**src/rtl/ram_arbiter_pkg.sv**
```systemverilog
// ram_arbiter_pkg: FSM state encoding and requester IDs shared by the arbiter files
package ram_arbiter_pkg;

    typedef enum logic [1:0] {
        S_IDLE   = 2'd0,
        S_ACCESS = 2'd1,
        S_RDATA  = 2'd2
    } state_t;

    localparam logic ID0 = 1'b0;
    localparam logic ID1 = 1'b1;

    // Requester 0 wins the first tie after reset, so the last winner starts as 1
    localparam logic RR_LAST_RST = ID1;

endpackage

```
**src/rtl/ram_arbiter_rr_arb2.sv**
```systemverilog
// rr_arb2: combinational two-way round-robin picker producing a one-hot grant
module rr_arb2 (
    input  logic [1:0] req,
    input  logic       last,
    output logic [1:0] gnt
);
    // A lone requester wins; on a tie the one that did not win last time wins
    always_comb begin
        gnt[0] = req[0] & (~req[1] | last);
        gnt[1] = req[1] & (~req[0] | ~last);
    end
endmodule

```
**src/rtl/ram_arbiter.sv**
```systemverilog
// ram_arbiter: shares one single-port synchronous RAM between two requesters
module ram_arbiter
    import ram_arbiter_pkg::*;
#(
    parameter int WIDTH = 8,
    parameter int DEPTH = 4
) (
    input  logic             clk,
    input  logic             rst_n,
    input  logic             req0,
    input  logic             req1,
    input  logic             we0,
    input  logic             we1,
    input  logic [DEPTH-1:0] addr0,
    input  logic [DEPTH-1:0] addr1,
    input  logic [WIDTH-1:0] wdata0,
    input  logic [WIDTH-1:0] wdata1,
    output logic             gnt0,
    output logic             gnt1,
    output logic             done0,
    output logic             done1,
    output logic [WIDTH-1:0] rdata,
    output logic             ram_enable,
    output logic             ram_wr_en,
    output logic [DEPTH-1:0] ram_address,
    output logic [WIDTH-1:0] ram_data_in,
    input  logic [WIDTH-1:0] ram_data_out
);

    state_t           state_q, state_d;
    logic             who_q, who_d;
    logic             we_q, we_d;
    logic [DEPTH-1:0] addr_q, addr_d;
    logic [WIDTH-1:0] wdata_q, wdata_d;
    logic [WIDTH-1:0] rdata_q, rdata_d;
    logic             rr_last_q, rr_last_d;
    logic             gnt0_q, gnt0_d, gnt1_q, gnt1_d;
    logic             done0_q, done0_d, done1_q, done1_d;
    logic [1:0]       pick;

    rr_arb2 u_rr (
        .req  ({req1, req0}),
        .last (rr_last_q),
        .gnt  (pick)
    );

    // RAM strobes come straight from the state register; address/data from the command latch
    always_comb begin
        ram_enable  = (state_q == S_ACCESS);
        ram_wr_en   = (state_q == S_ACCESS) & we_q;
        ram_address = addr_q;
        ram_data_in = wdata_q;
        gnt0        = gnt0_q;
        gnt1        = gnt1_q;
        done0       = done0_q;
        done1       = done1_q;
        rdata       = rdata_q;
    end

    // Next state: arbitrate and latch in IDLE, strobe in ACCESS, capture read data in RDATA
    always_comb begin
        state_d   = state_q;
        who_d     = who_q;
        we_d      = we_q;
        addr_d    = addr_q;
        wdata_d   = wdata_q;
        rdata_d   = rdata_q;
        rr_last_d = rr_last_q;
        gnt0_d    = 1'b0;
        gnt1_d    = 1'b0;
        done0_d   = 1'b0;
        done1_d   = 1'b0;
        case (state_q)
            S_IDLE: begin
                if (|pick) begin
                    who_d     = pick[1] ? ID1 : ID0;
                    we_d      = pick[1] ? we1 : we0;
                    addr_d    = pick[1] ? addr1 : addr0;
                    wdata_d   = pick[1] ? wdata1 : wdata0;
                    gnt0_d    = pick[0];
                    gnt1_d    = pick[1];
                    rr_last_d = pick[1] ? ID1 : ID0;
                    state_d   = S_ACCESS;
                end
            end
            S_ACCESS: begin
                if (we_q) begin
                    done0_d = (who_q == ID0);
                    done1_d = (who_q == ID1);
                    state_d = S_IDLE;
                end else begin
                    state_d = S_RDATA;
                end
            end
            S_RDATA: begin
                rdata_d = ram_data_out;
                done0_d = (who_q == ID0);
                done1_d = (who_q == ID1);
                state_d = S_IDLE;
            end
            default: state_d = S_IDLE;
        endcase
    end

    // State and output pulse registers; reset abandons any in-flight access
    always_ff @(posedge clk or negedge rst_n) begin
        if (!rst_n) begin
            state_q   <= S_IDLE;
            who_q     <= ID0;
            we_q      <= 1'b0;
            addr_q    <= '0;
            wdata_q   <= '0;
            rdata_q   <= '0;
            rr_last_q <= RR_LAST_RST;
            gnt0_q    <= 1'b0;
            gnt1_q    <= 1'b0;
            done0_q   <= 1'b0;
            done1_q   <= 1'b0;
        end else begin
            state_q   <= state_d;
            who_q     <= who_d;
            we_q      <= we_d;
            addr_q    <= addr_d;
            wdata_q   <= wdata_d;
            rdata_q   <= rdata_d;
            rr_last_q <= rr_last_d;
            gnt0_q    <= gnt0_d;
            gnt1_q    <= gnt1_d;
            done0_q   <= done0_d;
            done1_q   <= done1_d;
        end
    end

endmodule

```
**config.mk**
```make
export PLATFORM = sky130hd
export DESIGN_NAME = ram_arbiter
export DESIGN_NICKNAME = d
export VERILOG_FILES = /design/src/rtl/ram_arbiter_pkg.sv /design/src/rtl/ram_arbiter_rr_arb2.sv /design/src/rtl/ram_arbiter.sv
export SDC_FILE = /design/constraint.sdc
export NUM_CORES = 1
export LEC_CHECK = 0
export ABC_AREA = 1
export BUFFER_PORTS_ARGS = -buffer_cell sky130_fd_sc_hd__buf_2
export CORE_MARGIN = 10
export CORE_UTILIZATION = 40
export CTS_BUF_LIST = sky130_fd_sc_hd__clkbuf_2 sky130_fd_sc_hd__clkbuf_4 sky130_fd_sc_hd__clkbuf_8
export CTS_CLUSTER_SIZE = 40
export DETAILED_ROUTE_END_ITERATION = 10
export PLACE_DENSITY = 0.71
export SLEW_MARGIN = 5
export SYNTH_ARGS = -nofsm -noshare
export SYNTH_HDL_FRONTEND = slang
export SYNTH_SLANG_ARGS = --single-unit
export TNS_END_PERCENT = 100
```
**constraint.sdc**
```tcl
create_clock -name clk -period 1.9 [get_ports clk]
set_clock_uncertainty 0.1 [all_clocks]
set_input_delay 0.57 -clock clk [delete_from_list [all_inputs] [get_ports clk]]
set_output_delay 0.57 -clock clk [all_outputs]
set_load 0.01 [all_outputs]
```
Yosys cells after proc, flatten, opt, wreduce, memory -nomap -nowiden
Cells that the tools add are included.
{"block": "word_totals", "inputBits": 38, "elab_cells": 41, "out_inout_bits": 26, "reg_bits": 29}
{"block": "classes", "eq_ne": 3, "n_bitwise": 9, "n_reduce_logical": 3, "n_mux": 15}
{"operator": "$mux W1", "count": 8}
{"operator": "$mux W8", "count": 1}
{"operator": "$mux W2", "count": 2}
{"operator": "$mux W4", "count": 1}
{"operator": "$not A1 Y1", "count": 4}
{"operator": "$pmux W1 S2", "count": 2}
{"operator": "$pmux W2 S2", "count": 1}
{"operator": "$and A1 B1 Y1", "count": 3}
{"operator": "$eq A2 B1 Y1 const B", "count": 1}
{"operator": "$eq A2 B2 Y1 const B", "count": 1}
{"operator": "$logic_not A2 Y1", "count": 1}
{"operator": "$ne A2 B2 Y1 const B", "count": 1}
{"operator": "$or A1 B1 Y1", "count": 2}
{"operator": "$reduce_and A2 Y1", "count": 1}
{"operator": "$reduce_or A2 Y1", "count": 1}

Longest topological paths before layout
Gate-level depths: netlist (run 1).
{"block": "depth", "depth_word": 6, "ltp_mapped": 8, "ltp_nobuf": 7}

Cells and area by module
From an unflattened synthesis (run 1), not the netlist that was laid out.
{"block": "hier_totals", "cells_unflattened": 175, "area_unflattened_um2": 1451.4}
{"module": "ram_arbiter", "instances": 1, "area_per_inst_um2": 1423.9, "cells_per_inst": 171, "seq_area_each_um2": 726.9}
{"module": "rr_arb2", "instances": 1, "area_per_inst_um2": 27.5, "cells_per_inst": 4, "seq_area_each_um2": 0.0}

Worst setup path before layout (run 1)
No wires, ideal clock.
{"block": "synth_timing", "kind": "input port to flip-flop", "startpoint": "in req1", "endpoint": "reg addr_q[1], in the netlist ram_address[1]", "setup_ps": 116, "path_buffers": 2, "stages": 7, "t_required_ps": 1684, "t_arrival_ps": 1228, "slack_ps": 456, "path_cell_list": "buf_4 inv_2 a21oi_4 inv_2 buf_6 nand2_1 nand2_1"}
{"block": "synth_via", "elab_chain_len": 5, "word_cells_on_any_way": 7, "cone_classes": "mux (1); bitwise (4); reduce/logical (2)"}
{"item": "start: declaration", "line": "ram_arbiter.sv:11", "source": "input logic req1,"}
{"item": "$not A1 Y1", "line": "ram_arbiter_rr_arb2.sv:9", "source": "gnt[0] = req[0] & (~req[1] | last);"}
{"item": "$or A1 B1 Y1", "line": "ram_arbiter_rr_arb2.sv:9"}
{"item": "$and A1 B1 Y1", "line": "ram_arbiter_rr_arb2.sv:9"}
{"item": "$reduce_or A2 Y1", "line": "ram_arbiter.sv:75", "source": "if (|pick) begin"}
{"item": "$reduce_and A2 Y1 (no line)"}
{"item": "end signal: assignment", "line": "ram_arbiter.sv:123", "source": "addr_q <= addr_d;"}
{"item": "end: declaration", "line": "ram_arbiter.sv:33", "source": "logic [DEPTH-1:0] addr_q, addr_d;"}
Parallel ways exist; a longest one is shown, timed or not.
A chain may end at the register's enable or synchronous reset.

Worst setup path after layout (run 1)
{"block": "layout_timing", "startpoint": "reg state_q[0]", "endpoint": "out ram_wr_en"}
{"block": "layout_via", "elab_chain_len": 2}
{"item": "start: declaration", "line": "ram_arbiter.sv:30", "source": "state_t state_q, state_d;"}
{"item": "start signal: assignment", "line": "ram_arbiter.sv:120", "source": "state_q <= state_d;"}
{"item": "$eq A2 B1 Y1", "line": "ram_arbiter.sv:50", "source": "ram_wr_en = (state_q == S_ACCESS) & we_q;"}
{"item": "$and A1 B1 Y1", "line": "ram_arbiter.sv:50"}
{"item": "end: declaration", "line": "ram_arbiter.sv:24", "source": "output logic ram_wr_en,"}
No other way between the ends.

==> impl_results.md, run 1 <==
* Max H-tree Level at 2
* Layout area overhead at 31.5%
* Post-synthesis register bit count at 29
* CP max FO at 3
* Row cnt at 21
* Total negative slack at 0 ns
* Final core utilization at 0.537
* Design Area, Final at 1780 sq um
* First-pass GRT wire length at 5400 um
* Num CTS Buffers at 5
* Die Area at 6110 sq um
* DIE WIDTH at 78.2 um
* Mean post-synth cell area at 8.84 sq um
* Initial Util at 0.409
* # Post-CTS Setup Buffers at 0
* R2r setup slk at 0.29 ns
* Worst-Skew Late Latency at 0.31 ns
* Share of layout cells above drive strength 1 at 0.400
* Commonest cells post-synth: nand2_1 (71), dfrtp_1 (28), nand3_1 (15)
* Worst IR Drop VDD at 0.602 mV
* Area of the multi-input gates at 546 sq um
* Outcome: finished clean
* Cts hold-fix bufs at 0
* Synth Instances at 153
* Largest area contributor in the netlist: dfrtp_1
* CTS Buffer Depth at 2
* Sw Share at 0.382
* Placed instance count at 258
* Power density over the cells at 1470 nW/um^2
* Final GP Congestion at 0.791
* Number of synthesized flops with an enable pin at 0
* Max frequency at 551 MHz
* Die height at 78.2 um
* Final Cycle Share at 0.955
* Largest net degree at the start of global routing at 30
* Clock Tree Root: clkbuf_4
* Total core area at 3310 sq um
* Vias at 1218
* Net count after synthesis at 195
* Nets at 261
* Largest cells by area after synthesis: dfrtp_1 (52%), nand2_1 (20%), mux2_2 (6.7%)
* Non-filler instance count after layout at 266
* Initial antenna violation count at 0
* DP Area at 1700 sq um
* Hpwl dp at 2690 um
* CP Capture Type: output pin
* Psw at 1.00 mW
* Reg-to-Reg Start: state_q[0]
* Final hold vios at 0
* WHS at 0.151 ns
* 1st-iter DRT viols at 44
* Post-route antenna net violation count at 0
* Avg Vias per Cell at 4.58
* DR pass1 iterations at 4
* Synthesized area at 1350 sq um
* Number of diodes at 0
* Yosys warning total at 0
* Hold crit path type: in2async
* Final Slew Violations at 0
* Worst-path clk slew at 0.09 ns
* RSZ-0062 raised after global routing: no
* Reg area at 727 sq um
* Total of max-cap violations at 0
* Total gr overflow at 0
* Arrival @ worst endpoint at 1.14 ns
* Worst R2R Path Depth at 7
* Flop pwr share at 0.400
* Int Pwr at 1.62 mW
* Clock power share at 0.156
* Critical path class: reg2out
* Min cycle time layout at 1.81 ns
* Most frequent cell after synthesis: nand2_1
* Gate power share at 0.444
* Netlist cell types at 18
* Clock sink total at 29
* Synth Flop Type: dfrtp_1
* Rel. slew slack at 0.600
* # DRC at 0
* CTS tree: built
* Fill cells at 321
* Leakage at 1.04 nW
* Finish-stage setup viols at 0
* Sequential element share of the synthesized area at 0.537
* Total Routing Usage GR at 0.108
* Worst-margin pin slew at 0.600 ns
* Terminus of the critical flop-to-flop path: ram_address[3]
* Routed WL at 3350 um
* Share of the synthesized area in the top cell type at 0.518
* Port bufs at 63
* Worst EP required at 1.23 ns
* WL/cell at 12.6 um
* IO Count at 64
* Vias in the first global route at 1173
* CP Launch Type: flop
* Share of async-settable or async-resettable flops after synthesis at 1.00
placed cells by master, fill, tap and decap left out:
cell type	instances
buf_2	62
nor2_1	2
a21oi_4	1
ha_1	4
a21oi_1	1
dfrtp_1	28
clkbuf_4	5
inv_2	4
buf_4	3
dfstp_2	1
o21ai_1	1
o21ai_0	3
nand3b_1	1
nand3_1	15
buf_6	1
nand2_1	71
clkbuf_8	2
mux2_2	8
a211oi_1	1
inv_1	5
clkinv_2	1
stage by stage:
step	power, mW	worst slack (ns)
after floorplan	1.78	0.456
after global placement	2.20	0.326
after detailed placement	2.23	0.284
after CTS	2.65	0.0129
after global routing	2.86	0.0144
final	2.62	0.0863
worst max-delay path by stage:
stage | slack (ns) | depth (start not counted) | start | end
after global placement | 0.33 | 7 | req0 | ram_address[1]
after CTS | 0.01 | 5 | state_q[1] | ram_wr_en
final | 0.09 | 4 | state_q[0] | ram_wr_en
after detailed placement | 0.28 | 6 | req1 | ram_address[3]
after global routing | 0.01 | 5 | state_q[1] | ram_wr_en
after floorplan | 0.46 | 7 | req1 | ram_address[1]
sequential cells by signal (all words and copies together) (netlist names):
signal,cells
gnt0,1
rr_last_q,1
ram_data_in,8
gnt1,1
we_q,1
done0,1
who_q,1
ram_address,4
rdata,8
state_q,2
done1,1
logic make-up after synthesis:
group,count (synthesis),share of synthesized area
flops,29,0.537
buf+inv,16,0.0592
simple gates,89,0.264
mux,8,0.0666
fa+ha+maj,4,0.0370
compound gates,7,0.0361
layout make-up:
| class | instances | share of cell area |
|---|---|---|
| flip-flops and latches | 29 | 0.409 |
| multi-input cells | 108 | 0.307 |
| repair buffers | 66 | 0.194 |
| clock buffers | 7 | 0.0366 |
| well taps | 46 | 0.0324 |
| inverters | 9 | 0.0190 |
| clock inverters | 1 | 0.00281 |
power by group through the flow:
stage                     Sequential (mW)  Combinational (mW)  Clock, mW
after floorplan                      1.17               0.617          0
after global placement               1.06                1.14          0
after detailed placement             1.06                1.18          0
after CTS                            1.05                1.18      0.425
after global routing                 1.09                1.32      0.444
final                                1.05                1.16      0.408
repair_timing:
action / in CTS / in global routing
resized for setup: 0 / 3
setup endpoints to repair: 0 / 2
endpoints found under the hold margin: 0 / 0
worst max-delay path: stages, from the launching register on:
cell and delay (ns):
dfrtp_1 0.41, ha_1 0.20, nand2_1 0.07, inv_2 0.04
buf_6 0.11
layer usage:
layer | up-vias | track usage | part of all wire
met5 | - | 0 | 0
met4 | 0 | 0.0430 | 0.0072
met3 | 4 | 0.0558 | 0.11
met2 | 47 | 0.181 | 0.47
met1 | 553 | 0.113 | 0.41
li1 | 614 | - | -
(Power assumes the default switching activity.)
==> inputs of run 2 (changes only) <==
--- a/config.mk
+++ b/config.mk
@@ -7,12 +7,14 @@
 export LEC_CHECK = 0
 export ABC_AREA = 1
 export BUFFER_PORTS_ARGS = -buffer_cell sky130_fd_sc_hd__buf_2
+export CELL_PAD_IN_SITES_DETAIL_PLACEMENT = 2
+export CELL_PAD_IN_SITES_GLOBAL_PLACEMENT = 2
 export CORE_MARGIN = 10
-export CORE_UTILIZATION = 40
+export CORE_UTILIZATION = 26
 export CTS_BUF_LIST = sky130_fd_sc_hd__clkbuf_2 sky130_fd_sc_hd__clkbuf_4 sky130_fd_sc_hd__clkbuf_8
 export CTS_CLUSTER_SIZE = 40
 export DETAILED_ROUTE_END_ITERATION = 10
-export PLACE_DENSITY = 0.71
+export PLACE_DENSITY_LB_ADDON = 0.1
 export SLEW_MARGIN = 5
 export SYNTH_ARGS = -nofsm -noshare
 export SYNTH_HDL_FRONTEND = slang
==> impl_results.md, run 2 (synthesis results as in run 1) <==
* Die height at 92.1 um (was 78.2 um)
* Met2 Usage GRT at 0.165 (was 0.181)
* Worst EP required at 1.23 ns (about the same)
* CP Launch Type: flop (unchanged)
* Clock Tree Root: clkbuf_8 (was clkbuf_4)
* WP depth at 4 (unchanged)
* Row cnt at 26 (was 21)
* Hpwl dp at 3530 um (was 2690 um)
* CTS Buffer Depth at 2 (unchanged)
* Port bufs at 63 (unchanged)
* CTS tree: built (unchanged)
* Initial antenna violation count at 0 (unchanged)
* Final GP Congestion at 0.800 (was 0.791)
* Avg Vias per Cell at 4.40 (was 4.58)
* Layout area overhead at 35.5% (was 31.5%)
* Vias at 1276 (was 1218)
* DR pass1 iterations at 4 (unchanged)
* Routed WL at 4370 um (was 3350 um)
* Final core utilization at 0.361 (was 0.537)
* Worst-path clk slew at 0.06 ns (was 0.09 ns)
* Rel. slew slack at 0.553 (was 0.600)
* Arrival @ worst endpoint at 1.13 ns (was 1.14 ns)
* Total Routing Usage GR at 0.105 (was 0.108)
* Critical-path top delay cell: dfrtp_1 (unchanged)
* Share of layout cells above drive strength 1 at 0.395 (was 0.400)
* Num CTS Buffers at 5 (unchanged)
* Largest net degree at the start of global routing at 30 (unchanged)
* Max H-tree Level at 2 (unchanged)
* Met3 Use GR at 0.0481 (was 0.0558)
* RSZ-0062 raised after global routing: no (unchanged)
* Worst-Skew Late Latency at 0.28 ns (was 0.31 ns)
* Number of diodes at 0 (unchanged)
* Clock sink total at 29 (unchanged)
* Final hold vios at 0 (unchanged)
* First-pass GRT wire length at 7150 um (was 5400 um)
* Initial Util at 0.267 (was 0.409)
* Min cycle time layout at 1.80 ns (was 1.81 ns)
* CP max stage delay at 0.41 ns (about the same)
* Worst R2R Path Depth at 3 (was 7)
* GR Util met1 at 0.122 (was 0.113)
* Fill cells at 596 (was 321)
* Max frequency at 555 MHz (was 551 MHz)
* Outcome: finished clean (unchanged)
* 1st-iter DRT viols at 25 (was 44)
* Final Slew Violations at 0 (unchanged)
* CP max FO at 3 (unchanged)
* Total negative slack at 0 ns (unchanged)
* Finish-stage setup viols at 0 (unchanged)
* Leakage at 1.05 nW (was 1.04 nW)
* Top delay family on crit path: flip-flops (unchanged)
* WL/cell at 15.1 um (was 12.6 um)
* GRT Max-Usage Layer: met2 (unchanged)
* Critical path class: reg2out (unchanged)
* Die Area at 8490 sq um (was 6110 sq um)
* IO Count at 64 (unchanged)
* Total of max-cap violations at 0 (unchanged)
* Buffers plus inverters on the worst setup path at 2 (unchanged)
* Total core area at 5070 sq um (was 3310 sq um)
* Worst-margin pin slew at 0.670 ns (was 0.600 ns)
* CP Capture Type: output pin (unchanged)
* Placed instance count at 281 (was 258)
* Post-route antenna net violation count at 0 (unchanged)
* Non-filler instance count after layout at 290 (was 266)
* Worst IR Drop VDD at 0.383 mV (was 0.602 mV)
* DIE WIDTH at 92.1 um (was 78.2 um)
* # DRC at 0 (unchanged)
* Commonest non-fill, non-tap cell in the layout: nand2_1 (unchanged)
* Final Cycle Share at 0.948 (was 0.955)
* Worst-path cell chain: ha_1 -> nand2_1 -> inv_1 -> buf_2 (was ha_1 -> nand2_1 -> inv_2 -> buf_6)
* Total gr overflow at 0 (unchanged)
* Most frequent cells in the layout: nand2_1 (71), buf_2 (63), dfrtp_1 (28) (was nand2_1 (71), buf_2 (62), dfrtp_1 (28))
* Hold crit path type: in2async (unchanged)
* Nets at 261 (unchanged)
* Power density over the cells at 1520 nW/um^2 (was 1470 nW/um^2)
* Vias in the first global route at 1415 (was 1173)
-- run 2: stage by stage --
step	hold WS, ns	instance area, sq um	power [mW]	setup WS, ns
after global placement	0.349	1720	2.22	0.170
after detailed placement	0.353	1720	2.28	0.129
after CTS	0.244	1830	2.86	0.0176
after global routing	0.262	1830	3.07	0.00996
final	0.224	1830	2.79	0.0991
after floorplan	0.174	1350	1.78	0.456
-- run 2: area by class of cell --
cell class / instances / area, sq um / share of cell area
clock buffers: 7 / 96.3 / 0.0526
flip-flops and latches: 29 / 727 / 0.397
inverters: 9 / 33.8 / 0.0184
well taps: 70 / 87.6 / 0.0478
multi-input cells: 108 / 546 / 0.298
clock inverters: 1 / 5.00 / 0.00273
repair buffers: 66 / 338 / 0.184
-- run 2: per-layer routing --
| layer | vias to the layer above | share of wire |
|---|---|---|
| met5 | - | 0 |
| met4 | 0 | 0.020 |
| met3 | 9 | 0.071 |
| met2 | 47 | 0.47 |
| met1 | 607 | 0.44 |
| li1 | 613 | - |
-- run 2: final timing paths --
check | endpoint | slack, ns | start
min | rdata[0] | 0.22 | rst_n
min in group clk | done0 | 0.36 | who_q
max in group asynchronous | ram_data_in[2] | 1.04 | rst_n
min reg2reg | done0 | 0.36 | who_q
max reg2reg | rdata[7] | 0.35 | state_q[0]
max | ram_wr_en | 0.1 | state_q[0]
-- run 2: power by group --
| part | total [mW] | switching [mW] | internal (mW) |
|---|---|---|---|
| combinational | 1.19 | 0.692 | 0.494 |
| sequential | 1.05 | 0.141 | 0.910 |
| clock | 0.556 | 0.230 | 0.327 |
-- run 2: timing repair --
item / in CTS / in global routing
hold buffers: 0 / 0
setup endpoints to repair: 0 / 1
setup buffers: 0 / 1
resized for setup: 0 / 1
-- run 2: worst reg2reg max path: cells and delay by family, from the launching register on --
| family | cells | cell delay (ns) |
|---|---|---|
| DFF | 1 | 0.41 |
| buffers and inverters | 1 | 0.13 |
| adders and majority gates | 1 | 0.41 |
| muxes | 1 | 0.39 |
